==> src/rtl/pc_fetch_sequencer.sv <==
// IF-stage PC owner and imem requester with a one-deep decode buffer.
// Optional perf counters: define FETCH_PERF_CNT_EN.
module pc_fetch_sequencer #(
  parameter int ADDR_W = 12,
  parameter int TGT_W = 8,
  parameter int INSTR_W = 32,
  parameter logic [ADDR_W-1:0] RESET_PC = 12'h000
) (
  input  logic clk,
  input  logic rst,
  input  logic en,
  input  logic jump_valid,
  input  logic [TGT_W-1:0] jump_target,
  output logic imem_req,
  output logic [ADDR_W-1:0] imem_addr,
  input  logic imem_ack,
  input  logic [INSTR_W-1:0] imem_rdata,
  output logic instr_valid,
  input  logic instr_ready,
  output logic [INSTR_W-1:0] instr_out,
  output logic [ADDR_W-1:0] instr_pc,
  output logic [ADDR_W-1:0] pc
`ifdef FETCH_PERF_CNT_EN
  ,
  output logic [15:0] fetch_count,
  output logic [15:0] flush_count
`endif
);

  typedef enum logic [1:0] {
    IDLE,
    REQ,
    HOLD
  } state_t;

  state_t state_q, state_d;
  logic [ADDR_W-1:0] pc_q, pc_d;
  logic [ADDR_W-1:0] pend_q, pend_d;
  logic [ADDR_W-1:0] ipc_q, ipc_d;
  logic [INSTR_W-1:0] out_q, out_d;
  logic discard_q, discard_d;
  logic [ADDR_W-1:0] tgt;
  logic fire;
  logic flush;

  assign tgt = {{(ADDR_W-TGT_W){1'b0}}, jump_target};

  always_comb begin
    state_d = state_q;
    pc_d = pc_q;
    pend_d = pend_q;
    ipc_d = ipc_q;
    out_d = out_q;
    discard_d = discard_q;
    fire = 1'b0;
    flush = 1'b0;
    unique case (state_q)
      IDLE: begin
        if (jump_valid) pc_d = tgt;
        if (en) state_d = REQ;
      end
      REQ: begin
        if (imem_ack) begin
          if (jump_valid) begin
            pc_d = tgt;
            discard_d = 1'b0;
            flush = !discard_q;
          end else if (discard_q) begin
            pc_d = pend_q;
            discard_d = 1'b0;
          end else begin
            out_d = imem_rdata;
            ipc_d = pc_q;
            state_d = HOLD;
          end
        end else if (jump_valid) begin
          // pc must not move under an outstanding request
          discard_d = 1'b1;
          pend_d = tgt;
          flush = !discard_q;
        end
      end
      HOLD: begin
        if (jump_valid || instr_ready) begin
          state_d = en ? REQ : IDLE;
          pc_d = jump_valid ? tgt : pc_q + ADDR_W'(1);
          fire = instr_ready;
          flush = jump_valid && !instr_ready;
        end
      end
      default: state_d = IDLE;
    endcase
  end

  always_ff @(posedge clk) begin
    if (rst) begin
      state_q <= IDLE;
      pc_q <= RESET_PC;
      pend_q <= '0;
      ipc_q <= '0;
      out_q <= '0;
      discard_q <= 1'b0;
    end else begin
      state_q <= state_d;
      pc_q <= pc_d;
      pend_q <= pend_d;
      ipc_q <= ipc_d;
      out_q <= out_d;
      discard_q <= discard_d;
    end
  end

  assign imem_req = (state_q == REQ);
  assign instr_valid = (state_q == HOLD);
  assign imem_addr = pc_q;
  assign pc = pc_q;
  assign instr_out = out_q;
  assign instr_pc = ipc_q;

`ifdef FETCH_PERF_CNT_EN
  always_ff @(posedge clk) begin
    if (rst) begin
      fetch_count <= '0;
      flush_count <= '0;
    end else begin
      if (fire && fetch_count != 16'hFFFF)
        fetch_count <= fetch_count + 16'd1;
      if (flush && flush_count != 16'hFFFF)
        flush_count <= flush_count + 16'd1;
    end
  end
`else
  logic unused_perf;
  assign unused_perf = fire ^ flush;
`endif

endmodule

==> config.mk <==
export PLATFORM = sky130hd
export DESIGN_NAME = pc_fetch_sequencer
export DESIGN_NICKNAME = d
export VERILOG_FILES = /design/src/rtl/pc_fetch_sequencer.sv
export SDC_FILE = /design/constraint.sdc
export NUM_CORES = 1
export LEC_CHECK = 0
export ABC_CLOCK_PERIOD_IN_PS = 4200
export CAP_MARGIN = 20
export CORE_MARGIN = 2
export CORE_UTILIZATION = 25
export CTS_BUF_LIST = sky130_fd_sc_hd__clkbuf_8
export DETAILED_ROUTE_END_ITERATION = 10
export PLACE_DENSITY = 0.57
export SETUP_SLACK_MARGIN = 0.5
export SLEW_MARGIN = 25
export SYNTH_ARGS = -nofsm -noshare
export SYNTH_HDL_FRONTEND = slang
export SYNTH_SLANG_ARGS = --single-unit
==> constraint.sdc <==
create_clock -name clk -period 4.2 [get_ports clk]
set_clock_uncertainty 0.2 [all_clocks]
set_input_delay 0.42 -clock clk [delete_from_list [all_inputs] [get_ports clk]]
set_output_delay 0.42 -clock clk [all_outputs]
set_load 0.02 [all_outputs]
==> results of run 1 <==
layer usage:
layer	track usage, %	vias to the layer above	part of all wire [%]	wire length (um)
met5	0	-	0	0
met4	2.68	0	0.80	63
met3	3.94	5	4.9	389
met2	21.4	65	48	3830
met1	15.4	1257	46	3630
li1	-	1407	-	-
layout make-up:
cell class | instances | area [sq um] | area share, %
Clock buffer | 12 | 165 | 3.80
Timing Repair Buffer | 116 | 1150 | 26.5
Sequential cell | 67 | 1340 | 30.8
Tap cell | 143 | 179 | 4.11
Inverter | 8 | 30.0 | 0.690
Clock inverter | 4 | 95.1 | 2.19
Multi-Input combinational cell | 254 | 1390 | 31.8
final timing paths:
| path | start | to | slack, ps | cells past startpoint |
|---|---|---|---|---|
| setup / recovery | state_q[1] | imem_req | 1570 | 3 |
| hold reg to reg | instr_pc[5] | instr_pc[5] | 250 | 2 |
| setup reg to reg | state_q[1] | instr_out[6] | 1640 | 5 |
| hold / removal | instr_pc[5] | instr_pc[5] | 250 | 2 |
state kept, by name, summed over array words and instances (netlist names):
| name | count |
|---|---|
| instr_pc | 12 |
| discard_q | 1 |
| state_q | 2 |
| pend_q | 8 |
| imem_addr | 12 |
| instr_out | 32 |
through the flow:
stage / util (%) / hold WS [ps] / worst slack, ps / instances / cell area, sq um
after floorplan: - / 263 / 2050 / 365 / 2940
after detailed placement: 35.7 / 246 / 1370 / 588 / 4090
final: 37.9 / 254 / 1570 / 604 / 4350
after CTS: 37.9 / 255 / 1550 / 604 / 4350
after global placement: 35.7 / 242 / 1440 / 588 / 4090
after global routing: 37.9 / 278 / 1360 / 604 / 4350
worst max-delay path: cells and delay by family (launching register included):
kind,cells,cell delay [ps]
buffers and inverters,2,820
adders and majority gates,1,520
DFF,1,340
power by group:
group	leakage [nW]	switching [mW]	internal, mW
combinational	0.851	0.433	0.342
clock	0.133	0.236	0.442
sequential	0.543	0.0971	0.710
total	1.53	0.765	1.49
cells in the mapped netlist, drive strengths merged (6+ instances only):
cell type  number
a21oi          56
buf            20
clkbuf         16
dfxtp          67
ha              6
inv             8
mux2i           9
nand2          95
nand3           9
nor2           19
o21ai           6
logic make-up after synthesis:
family | share of synthesized area (%)
AOI/OAI and AO/OA | 18.9
muxes | 3.06
xor gates and xnor gates | 1.19
DFF | 45.6
adders and majority gates | 2.55
buffers and inverters | 7.49
and+or+nand+nor | 21.2
==> metrics.cfg, run 1 <==
[floorplanning]
die_x_um = 112
ios = 116
die_y_um = 112
die_area_sq_mm = 0.0126
initial_utilization_pct = 25.6
coreArea_sq_mm = 0.0115
rows = 39

[run_status]
status = completed

[sta]
fin_crit_sh_pct = 62.6
timing.slew.headroom_pct = 37.8
hold_viol_final = 0
setup_violations = 0
tightestPinTransition_ps = 932
rsz0062_at_grt = no
setup_tns_ps = 0
min_period_ps = 2630
drv_slew = 0
fmax_ghz = 0.380

[worst_setup_path]
crit_path_top_delay_cell = clkdlybuf4s50_1
crit_path_max_incr_delay_ps = 710
cp_max_fo = 14
worstSetupStartpointType = flop
worst_ep_required_time_ps = 3580
endpoint_kind = output pin
worstPathCellList = inv_1, ha_1, clkdlybuf4s50_1
criticalPathCategory = reg -> out
critPathArrivalTime_ps = 2010

[clock_tree]
path_clk_slew_ps = 70
cts_made_buffers = 9
insertion_delay_ps = 330
cts_tree = yes
clkSinkCount = 67
ctsHoldBuffers = 0
cts.path.max_buffers = 2
htree_levels = 3
postCtsResizedCells = 0
clockRootBuffer = clkbuf_8
post_cts_buffers = 0

[pwr]
p_leak_nw = 1.53
power.total_mw = 2.26
p_per_area_mw_per_mm2 = 520
peakVddDrop_mv = 0.244

[drt]
via_count = 2734
finalWirelength_um = 7910
route.detailed.drc = 0
wire_per_inst_um = 13.1
drt_iter0_markers = 129
vias_per_cell = 4.53
dr.pass1.iters = 4
drtAntennaViolNets = 0

[grt]
grt_max_degree = 45
grt_pass1_vias = 2540
grt_pass1_wl_um = 12800
antenna_found_initial = 0
grt_usage_pct = 12.4
overflow = 0

[yosys]
synth_cell_type_count = 41
synthArstFlopShare_pct = 0
synth_top_area_share_pct = 45.6
synth_area_leaders = dfxtp_1 46%, nand2_1 12%, a21oi_1 9.5%
synth_area_per_cell_sq_um = 8.06
synth_seq_area_share_pct = 45.6
synth-edff-count = 0
syn-cell-area_sq_mm = 0.00294
synthFlopType = dfxtp_1
synthCells = 365
synthesis.nets = 417
yosys.area.top_type = dfxtp_1
yosysWarnings = 0
yosys_register_bits = 67

[final_layout]
fillers = 1243
antenna_cells = 0
syn_to_final_growth_pct = 47.9
drive_above_1_share_pct = 5.21
mostFrequentLayoutCells = 114 x clkdlybuf4s50_1, 95 x nand2_1, 67 x dfxtp_1, 56 x a21oi_1, 19 x nor2_1
layout_commonest_cell = clkdlybuf4s50_1
num-nets-final = 508

[place]
place_hpwl_um = 5600
port_buffers = 115
gp_congestion = 0.762

[job]
maxCapViolations = 0

[worst_hold_path]
hold_class = reg -> reg

(Power assumes the default switching activity.)
==> run 2: changes to the inputs <==
- ABC_CLOCK_PERIOD_IN_PS: 4200 -> 2700
- clock period: 4.2 -> 2.7 ns (I/O delays scaled with it)
==> metrics.cfg, run 2 (synthesized netlist as in run 1, its figures left out) <==
[grt]
grt_pass1_vias = 2690  ; +5.9%
grt_pass1_wl_um = 13500  ; +5.8%
grt_usage_pct = 13.2  ; +0.77 points
overflow = 0  ; unchanged
antenna_found_initial = 0  ; unchanged
grt_max_degree = 45  ; unchanged

[worst_setup_path]
worst_ep_required_time_ps = 2760  ; -820 ps
criticalPathCategory = reg -> reg
cp_max_fo = 12  ; -2
reg2reg_slack_ps = 560  ; -1080 ps
regToRegEndpoint = imem_addr[10]
worstSetupStartpointType = flop
critPathArrivalTime_ps = 2200  ; +190 ps
endpoint_kind = flop
r2r-start = state_q[0]
reg2reg_depth = 5  ; unchanged

[pwr]
p_per_area_mw_per_mm2 = 753  ; +45%
p_leak_nw = 1.55  ; +1.3%
peakVddDrop_mv = 0.362  ; +49%

[floorplanning]
die_y_um = 112  ; unchanged
ios = 116  ; unchanged
die_x_um = 112  ; unchanged
coreArea_sq_mm = 0.0115  ; unchanged
initial_utilization_pct = 25.6  ; unchanged
rows = 39  ; unchanged
die_area_sq_mm = 0.0126  ; unchanged

[drt]
route.detailed.drc = 0  ; unchanged
drtAntennaViolNets = 0  ; unchanged
finalWirelength_um = 8360  ; +5.8%
dr.pass1.iters = 4  ; unchanged
drt_iter0_markers = 165  ; +28%
vias_per_cell = 4.57  ; +0.97%
via_count = 2788  ; +2.0%
wire_per_inst_um = 13.7  ; +4.7%

[clock_tree]
cts_made_buffers = 9  ; unchanged
path_clk_slew_ps = 70  ; about the same
clockRootBuffer = clkbuf_8
insertion_delay_ps = 330  ; about the same
htree_levels = 3  ; unchanged
clkSinkCount = 67  ; unchanged
cts.path.max_buffers = 2  ; unchanged
cts_tree = yes

[sta]
fmax_ghz = 0.467
setup_tns_ps = 0  ; unchanged
rsz0062_at_grt = no
fin_crit_sh_pct = 79.4
setup_violations = 0  ; unchanged
hold_viol_final = 0  ; unchanged
timing.slew.headroom_pct = 62.7  ; +25 points
drv_slew = 0  ; unchanged
tightestPinTransition_ps = 560  ; -373 ps
min_period_ps = 2140

[job]
maxCapViolations = 0  ; unchanged

[final_layout]
drive_above_1_share_pct = 8.14  ; +2.9 points
layout_commonest_cell = clkdlybuf4s50_1
postLayoutCoreUtil_pct = 38.3  ; +0.33 points
syn_to_final_growth_pct = 49.2
antenna_cells = 0  ; unchanged
num-nets-final = 515  ; +1.4%
largest_reg_flops = 32  ; unchanged
mostFrequentLayoutCells = 111 x clkdlybuf4s50_1, 95 x nand2_1, 65 x dfxtp_1, 54 x a21oi_1, 19 x nor2_1

[place]
port_buffers = 115  ; unchanged
gp_congestion = 0.760  ; -0.28%
place_hpwl_um = 5880  ; +5.0%

[worst_hold_path]
min_from = rst
min_to = pend_q[0]
holdPathStages = 2  ; unchanged
hold_class = in -> reg

[run_status]
status = completed

==> run 2: per-layer routing <==
| metal | vias to the layer above | track usage (%) | wire (um) |
|---|---|---|---|
| met5 | - | 0 | 0 |
| met4 | 0 | 3.66 | 107 |
| met3 | 10 | 4.00 | 434 |
| met2 | 62 | 22.0 | 3990 |
| met1 | 1292 | 16.7 | 3830 |
| li1 | 1424 | - | - |
==> run 2: stage by stage <==
stage | setup slack [ps] | hold WS (ps) | instances | instance area, sq um | total power [mW]
2_1_floorplan | 547 | 170 | 365 | 2940 | 2.04
3_5_place_dp | 207 | 246 | 594 | 4160 | 2.54
4_1_cts | 528 | 201 | 609 | 4330 | 3.31
6_report | 557 | 210 | 610 | 4390 | 3.31
5_1_grt | 488 | 216 | 610 | 4390 | 3.54
3_3_place_gp | 251 | 242 | 594 | 4160 | 2.53
==> run 2: timing repair <==
item / in CTS / in global routing
pin swaps: 0 / 1
endpoints found under the setup margin: 7 / 3
hold buffers: 0 / 0
setup buffers: 0 / 1
gates cloned: 0 / 0
resized for setup: 6 / 10
endpoints found under the hold margin: 0 / 0
==> run 2: critical path: stages, from the launching register on <==
cell,delay [ps]
dfxtp_4,370
inv_1,80
ha_2,310
nand3b_1,360
or4_4,600
a21oi_2,160
==> run 2: power by group <==
part	leakage (nW)	switching (mW)	internal, mW
Sequential	0.544	0.160	1.11
Combinational	0.920	0.707	0.599
Clock	0.0816	0.383	0.348
Total	1.55	1.25	2.06
==> run 2: how the worst max path moves through the flow <==
stage	startpoint	endpoint	slack (ps)	depth (start not counted)
after floorplan	state_q[0]	imem_addr[9]	550	7
after global placement	jump_valid	imem_addr[8]	250	6
after detailed placement	jump_valid	imem_addr[10]	210	6
after CTS	state_q[1]	imem_addr[10]	530	7
after global routing	state_q[0]	imem_addr[10]	490	7
final	state_q[0]	imem_addr[10]	560	5
==> run 2: layout make-up <==
type	instances	area [sq um]
Fill cell	1212	7080
Tap cell	143	179
Clock inverter	5	31.3
Timing Repair Buffer	123	1230
Sequential cell	67	1350
Inverter	8	30.0
Multi-Input combinational cell	254	1430
Clock buffer	10	138
